===== src/rtl/processinho_pkg.sv =====
// Shared definitions for the processinho calculator datapath.
// Holds the ALU opcodes, the seven-segment codes and the ALU result layout.
package processinho_pkg;

  localparam logic [3:0] OP_ADD  = 4'd0;
  localparam logic [3:0] OP_SUB  = 4'd1;
  localparam logic [3:0] OP_MUL  = 4'd2;
  localparam logic [3:0] OP_DIV  = 4'd3;
  localparam logic [3:0] OP_MOD  = 4'd4;
  localparam logic [3:0] OP_AND  = 4'd5;
  localparam logic [3:0] OP_OR   = 4'd6;
  localparam logic [3:0] OP_XOR  = 4'd7;
  localparam logic [3:0] OP_NOT  = 4'd8;
  localparam logic [3:0] OP_SHL  = 4'd9;
  localparam logic [3:0] OP_SHR  = 4'd10;
  localparam logic [3:0] OP_PASA = 4'd11;
  localparam logic [3:0] OP_PASB = 4'd12;
  localparam logic [3:0] OP_INC  = 4'd13;
  localparam logic [3:0] OP_DEC  = 4'd14;
  localparam logic [3:0] OP_MAX  = 4'd15;

  // Active-low segments, [6:0]=gfedcba, [7]=dp (always off)
  localparam logic [7:0] SEG_DIGIT [0:9] = '{
    8'hC0, 8'hF9, 8'hA4, 8'hB0, 8'h99,
    8'h92, 8'h82, 8'hF8, 8'h80, 8'h90
  };
  localparam logic [7:0] SEG_BLANK = 8'hFF;
  localparam logic [7:0] SEG_MINUS = 8'hBF;
  localparam logic [7:0] SEG_E     = 8'h86;

  // Matches the external result bus: [9]=err, [8]=neg, [7:0]=mag
  typedef struct packed {
    logic       err;
    logic       neg;
    logic [7:0] mag;
  } ula_res_t;

endpackage


===== src/rtl/Display.sv =====
// Latched result to four HEX digits: three decimal digits with
// leading-zero suppression plus a status digit (error / minus / blank).
module Display
  import processinho_pkg::*;
(
  input  ula_res_t   i_result,
  output logic [7:0] o_hex0,
  output logic [7:0] o_hex1,
  output logic [7:0] o_hex2,
  output logic [7:0] o_hex3
);

  logic [11:0] w_bcd;

  // Double-dabble binary-to-BCD on the 8-bit magnitude
  always_comb begin
    w_bcd = '0;
    for (int i = 7; i >= 0; i--) begin
      if (w_bcd[3:0]  >= 4'd5) w_bcd[3:0]  = w_bcd[3:0]  + 4'd3;
      if (w_bcd[7:4]  >= 4'd5) w_bcd[7:4]  = w_bcd[7:4]  + 4'd3;
      if (w_bcd[11:8] >= 4'd5) w_bcd[11:8] = w_bcd[11:8] + 4'd3;
      w_bcd = {w_bcd[10:0], i_result.mag[i]};
    end
  end

  bcd_to_seg7 u_units (.i_digit(w_bcd[3:0]),  .i_blank(1'b0),                   .o_seg(o_hex0));
  bcd_to_seg7 u_tens  (.i_digit(w_bcd[7:4]),  .i_blank(i_result.mag < 8'd10),  .o_seg(o_hex1));
  bcd_to_seg7 u_hund  (.i_digit(w_bcd[11:8]), .i_blank(i_result.mag < 8'd100), .o_seg(o_hex2));

  // Status digit: error outranks negative
  always_comb begin
    o_hex3 = SEG_BLANK;
    if (i_result.err)      o_hex3 = SEG_E;
    else if (i_result.neg) o_hex3 = SEG_MINUS;
  end

endmodule


===== src/rtl/bcd_to_seg7.sv =====
// One BCD digit to active-low seven-segment code, with a blank override.
module bcd_to_seg7
  import processinho_pkg::*;
(
  input  logic [3:0] i_digit,
  input  logic       i_blank,
  output logic [7:0] o_seg
);

  // Non-decimal codes cannot occur from the converter; show blank if they do
  always_comb begin
    o_seg = SEG_BLANK;
    if (!i_blank) begin
      case (i_digit)
        4'd0: o_seg = SEG_DIGIT[0];
        4'd1: o_seg = SEG_DIGIT[1];
        4'd2: o_seg = SEG_DIGIT[2];
        4'd3: o_seg = SEG_DIGIT[3];
        4'd4: o_seg = SEG_DIGIT[4];
        4'd5: o_seg = SEG_DIGIT[5];
        4'd6: o_seg = SEG_DIGIT[6];
        4'd7: o_seg = SEG_DIGIT[7];
        4'd8: o_seg = SEG_DIGIT[8];
        4'd9: o_seg = SEG_DIGIT[9];
        default: o_seg = SEG_BLANK;
      endcase
    end
  end

endmodule


===== src/rtl/general_register.sv =====
// 4-bit operand register with synchronous reset and load enable.
module general_register (
  input  logic       i_clk,
  input  logic       i_rst,
  input  logic       i_load,
  input  logic [3:0] i_d,
  output logic [3:0] o_q
);

  logic [3:0] r_q;

  // Reset wins over load; otherwise hold
  always_ff @(posedge i_clk) begin
    if (i_rst)       r_q <= '0;
    else if (i_load) r_q <= i_d;
  end

  assign o_q = r_q;

endmodule


===== src/rtl/ula.sv =====
// ALU (ULA) with the latched result register.
// Divider/modulo logic exists only when PROCESSINHO_DIV_EN is defined;
// otherwise opcodes 3/4 yield zero and the error flag stays 0.
module ula
  import processinho_pkg::*;
(
  input  logic       i_clk,
  input  logic       i_rst,
  input  logic [3:0] i_a,
  input  logic [3:0] i_b,
  input  logic [3:0] i_op,
  input  logic       i_latch,
  output ula_res_t   o_result
);

  ula_res_t   w_res;
  ula_res_t   r_result;
  logic [7:0] w_a8;
  logic [7:0] w_b8;

  assign w_a8 = {4'b0, i_a};
  assign w_b8 = {4'b0, i_b};

  // Combinational ALU; flags default clear, only SUB/DEC/DIV/MOD set them
  always_comb begin
    w_res = '0;
    case (i_op)
      OP_ADD: w_res.mag = w_a8 + w_b8;
      OP_SUB: begin
        if (i_a < i_b) begin
          w_res.mag = w_b8 - w_a8;
          w_res.neg = 1'b1;
        end else begin
          w_res.mag = w_a8 - w_b8;
        end
      end
      OP_MUL: w_res.mag = w_a8 * w_b8;
`ifdef PROCESSINHO_DIV_EN
      OP_DIV: begin
        if (i_b == 4'd0) w_res.err = 1'b1;
        else             w_res.mag = {4'b0, i_a / i_b};
      end
      OP_MOD: begin
        if (i_b == 4'd0) w_res.err = 1'b1;
        else             w_res.mag = {4'b0, i_a % i_b};
      end
`else
      OP_DIV: w_res = '0;
      OP_MOD: w_res = '0;
`endif
      OP_AND:  w_res.mag = {4'b0, i_a & i_b};
      OP_OR:   w_res.mag = {4'b0, i_a | i_b};
      OP_XOR:  w_res.mag = {4'b0, i_a ^ i_b};
      OP_NOT:  w_res.mag = {4'b0, ~i_a};
      OP_SHL:  w_res.mag = w_a8 << i_b[1:0];
      OP_SHR:  w_res.mag = w_a8 >> i_b[1:0];
      OP_PASA: w_res.mag = w_a8;
      OP_PASB: w_res.mag = w_b8;
      OP_INC:  w_res.mag = w_a8 + 8'd1;
      OP_DEC: begin
        // 0-1 is shown as magnitude 1 with the negative flag
        if (i_a == 4'd0) begin
          w_res.mag = 8'd1;
          w_res.neg = 1'b1;
        end else begin
          w_res.mag = w_a8 - 8'd1;
        end
      end
      OP_MAX:  w_res.mag = (i_a > i_b) ? w_a8 : w_b8;
      default: w_res = '0;
    endcase
  end

  // Result register: captures the ALU only on latch, so opcode changes alone are invisible
  always_ff @(posedge i_clk) begin
    if (i_rst)        r_result <= '0;
    else if (i_latch) r_result <= w_res;
  end

  assign o_result = r_result;

endmodule


===== src/rtl/processinho_datapath.sv =====
// processinho_datapath: two operand registers, ALU with latched result,
// and decimal seven-segment drive. Optional divider: PROCESSINHO_DIV_EN.
module processinho_datapath
  import processinho_pkg::*;
(
  input  logic       clock,
  input  logic       reset,
  input  logic       setRegA,
  input  logic       setRegB,
  input  logic [3:0] operando,
  input  logic [3:0] ula_operation,
  input  logic       latch_ula,
  output logic [9:0] result,
  output logic [7:0] HEX0,
  output logic [7:0] HEX1,
  output logic [7:0] HEX2,
  output logic [7:0] HEX3
);

  logic [3:0] w_a;
  logic [3:0] w_b;
  ula_res_t   w_result;

  general_register u_reg_a (
    .i_clk(clock), .i_rst(reset), .i_load(setRegA), .i_d(operando), .o_q(w_a)
  );

  general_register u_reg_b (
    .i_clk(clock), .i_rst(reset), .i_load(setRegB), .i_d(operando), .o_q(w_b)
  );

  ula u_ula (
    .i_clk(clock), .i_rst(reset), .i_a(w_a), .i_b(w_b),
    .i_op(ula_operation), .i_latch(latch_ula), .o_result(w_result)
  );

  Display u_disp (
    .i_result(w_result), .o_hex0(HEX0), .o_hex1(HEX1), .o_hex2(HEX2), .o_hex3(HEX3)
  );

  assign result = w_result;

endmodule


===== config.mk =====
export PLATFORM = sky130hd
export DESIGN_NAME = processinho_datapath
export DESIGN_NICKNAME = d
export VERILOG_FILES = /design/src/rtl/processinho_pkg.sv /design/src/rtl/Display.sv /design/src/rtl/bcd_to_seg7.sv /design/src/rtl/general_register.sv /design/src/rtl/ula.sv /design/src/rtl/processinho_datapath.sv
export SDC_FILE = /design/constraint.sdc
export NUM_CORES = 1
export LEC_CHECK = 0
export CAP_MARGIN = 15
export CORE_MARGIN = 2
export CORE_UTILIZATION = 50
export DETAILED_ROUTE_END_ITERATION = 10
export GPL_ROUTABILITY_DRIVEN = 1
export GPL_TIMING_DRIVEN = 0
export HOLD_SLACK_MARGIN = 0.08
export PLACE_DENSITY = 0.71
export SLEW_MARGIN = 20
export SYNTH_ARGS = -nofsm -noshare
export SYNTH_HDL_FRONTEND = slang
export SYNTH_SLANG_ARGS = --single-unit

===== constraint.sdc =====
create_clock -name clock -period 6.03 [get_ports clock]
set_clock_uncertainty 0.05 [all_clocks]
set_input_delay 0.603 -clock clock [delete_from_list [all_inputs] [get_ports clock]]
set_output_delay 0.603 -clock clock [all_outputs]
set_load 0.1 [all_outputs]

==> impl_metrics.csv <==
group,metric,value,unit
routing,drt_pass1_iterations,6,
final_layout,n_fill_cell,694,
logic_synthesis,synth.avg_cell_area,7.28,µm²
logic_synthesis,syn_inst,538,
sta,layout_min_cycle_time,5.90,ns
die,rows,32,
final_layout,nNetsFinal,674,
final_layout,layout-drive-gt1-share,19.7,%
power,leakagePower,2.08,nW
critical_path,crit_type,"reg2out",
logic_synthesis,synth_edf_count,0,
routing,ant_nets,0,
routing,wirelength,11700,µm
clock_tree,cts_max_level,1,
critical_path,rr_worst_depth,12,
power,vdd_drop_max,0.000437,V
routing,drt_iter0_drc,363,
critical_path,start_kind,"flop",
global_route,antenna_found_initial,0,
final_layout,most-common-layout-cells,"52 x nor2_1, 42 x nand2_1, 38 x inv_1, 38 x buf_4, 37 x ha_1",
clock_tree,cts.sinks,17,
die,die-area,8560,µm²
die,ios,55,
final_layout,synthToLayoutAreaGrowth,24.9,%
clock_tree,cts_root_buffer,"clkbuf_8",
sta,worst_pin_slew,0.965,ns
clock_tree,cts_tree,"yes",
placement,routabilityCongestion,1.01,
sta,setup_violations,0,
clock_tree,clkTransAtPathRegs,0.07,ns
die,die_y,92.5,µm
logic_synthesis,synth.distinct_cells,87,
routing,wl_per_cell,16.5,µm
die,die_w,92.5,µm
routing,vias,4314,
logic_synthesis,yosysSeqAreaShare,8.69,%
hold_path,hp-class,"reg2reg",
logic_synthesis,ys.warnings.count,0,
global_route,grt_usage,26.7,%
clock_tree,cts_made_buffers,3,
routing,routed_via_density,6.06,
final_layout,multi_input_area,3420,µm²
sta,hold_viol,0,
hold_path,whs_path_depth,2,
critical_path,critPathMaxFanout,6,
routing,drc,0,
logic_synthesis,async_flop_share,0,%
power,p_per_area,296,nW/µm²
sta,finalCritPeriodShare,97.9,%
run_status,status,"finished clean",
global_route,grt_pass1_vias,3903,
global_route,met3_usage,4.88,%
critical_path,r2r-start,"u_reg_a.o_q[1]",
logic_synthesis,syn_area,3920,µm²
sta,max_freq,169,MHz
logic_synthesis,synth_top_flop_cell,"dfxtp_1",
global_route,met1_usage,39.8,%
clock_tree,worstSkewPairLatency,0.26,ns
critical_path,crit_required,5.38,ns
logic_synthesis,synth-seq-cells,17,
global_route,grt_pass1_wl,19000,µm
global_route,overflow,0,
logic_synthesis,yosysTopAreaCell,"ha_1",
sta,relSlewSlack,35.4,%
final_layout,diodes,0,
logic_synthesis,yosys-top-cells-area,"ha_1 14%, dfxtp_1 8.7%, nor2_1 5.0%",
critical_path,r2r_end,"u_ula.o_result[3]",
critical_path,regToRegSetupSlack,2.00,ns
critical_path,arrival,5.25,ns
logic_synthesis,synth_top_cell_area_share,13.7,%
job,drv_cap,0,
sta,drv_slew,0,
clock_tree,cts_hold_buf,0,
final_layout,seq_area,350,µm²
clock_tree,cts_buffer_depth,2,
global_route,grt_max_degree,12,
die,fp.coreArea,7650,µm²
critical_path,critical_path.endpoint,"HEX1[0]",
global_route,busiest_layer,"met2",
placement,dpl.hpwl,8880,µm
critical_path,startpoint,"u_ula.o_result[6]",
die,start_util,51.2,%
critical_path,cp-end-kind,"output pin",
placement,io_buffers,39,
sta,holdWs,0.507,ns
final_layout,final_common_cell,"nor2_1",
hold_path,min-delay-start,"u_ula.o_result[8]",
global_route,grt_use_met2,40.6,%
sta,tns,0,ns
[layer usage]
layer  vias to the layer above  share of wire [%]
li1                       2099                  -
met1                      2005                 47
met2                       193                 44
met3                        17                8.0
met4                         0               0.92
met5                         -                  0
[state kept, by name (all words and copies together), names as in the netlist]
name,flops
u_ula.o_result,9
u_reg_a.o_q,4
u_reg_b.o_q,4
[critical path, stage by stage, from the launching register on]
cell,delay (ns)
dfxtp_4,0.36
inv_4,0.06
ha_4,0.15
o21ai_1,0.06
mux2_4,0.31
ha_4,0.16
nand2b_4,0.15
o211a_1,0.16
o221ai_4,0.30
ha_2,0.25
nand2b_4,0.15
nor2_1,0.06
mux2i_2,0.25
a31oi_2,0.16
o21ai_2,0.29
and2_4,0.22
inv_4,0.05
ha_4,0.17
nand2b_4,0.14
nor3b_4,0.18
nand3b_1,0.22
or4b_1,0.56
a21boi_2,0.25
o31ai_2,0.12
buf_6,0.20
[logic make-up (layout without fill, tap and decap cells)]
group / count (synthesis) / in the layout / share of synthesized area, %
AO/OA/AOI/OAI: 175 / 175 / 32.4
AND/OR/NAND/NOR: 174 / 174 / 22.6
buffers and inverters: 87 / 150 / 10.1
adder cells (fa/ha/maj): 51 / 51 / 17.6
multiplexers: 23 / 23 / 6.26
flip-flops: 17 / 17 / 8.69
XOR/XNOR: 9 / 9 / 2.20
other: 2 / 11 / 0.192
[report_power, final]
group	total, mW	internal (mW)	switching, mW	leakage [nW]
combinational	1.23	0.376	0.849	1.92
sequential	0.132	0.119	0.0130	0.142
clock	0.0886	0.0469	0.0418	0.0260
total	1.45	0.542	0.904	2.08
[worst min path at each step]
stage                        end  slack, ns
3_3_place_gp   u_ula.o_result[8]       0.48
5_1_grt        u_ula.o_result[8]       0.52
6_report       u_ula.o_result[8]       0.51
2_1_floorplan     u_reg_b.o_q[2]       0.49
3_5_place_dp   u_ula.o_result[8]       0.47
4_1_cts        u_ula.o_result[8]       0.50
[cell type report]
type | count | area share (%)
inverter | 42 | 3.33
clock inverter | 1 | 0.128
buffer | 44 | 4.78
timing repair buffer | 60 | 11.1
sequential | 17 | 7.16
clock buffer | 3 | 0.844
multi-input combinational | 443 | 70.0
tap | 102 | 2.61
[cell usage after synthesis, drive strengths merged, types with 3 or more instances]
library cell and count:
a31oi 15, nor2 53, dfxtp 17, o221ai 3, a21o 9, a32oi 4, ha 43, o21a 8
a221oi 4, and2 4, o21ai 27, xnor2 7, nand4 5, and3 5, a21boi 4, a211oi 11
mux2i 17, nor4 3, a211o 3, nor2b 4, nor3 16, o211ai 14, buf 21, o31ai 4
inv 41, clkbuf 24, mux2 6, fa 7, nand2 43, nand2b 7, o22ai 5, nor4b 4
a22oi 3, or3 3, nand3 19, o2111ai 3, a21oi 39
[timing repair]
| item | in CTS | in global routing |
|---|---|---|
| resized for setup | 61 | 15 |
| setup buffers | 0 | 21 |
| setup endpoints to repair | 18 | 16 |
| pin swaps | 0 | 14 |
[metrics by stage]
stage | setup WS, ns | area, µm² | cells | utilization, % | power, mW
6_report | 0.129 | 4890 | 712 | 64.0 | 1.45
2_1_floorplan | -0.228 | 4140 | 547 | - | 1.08
3_3_place_gp | -0.551 | 4660 | 688 | 61.0 | 1.28
3_5_place_dp | -0.605 | 4660 | 688 | 61.0 | 1.30
5_1_grt | -0.0400 | 4890 | 712 | 64.0 | 1.52
4_1_cts | 0.00566 | 4700 | 692 | 61.4 | 1.37
Power figures use the tool's default switching activity.
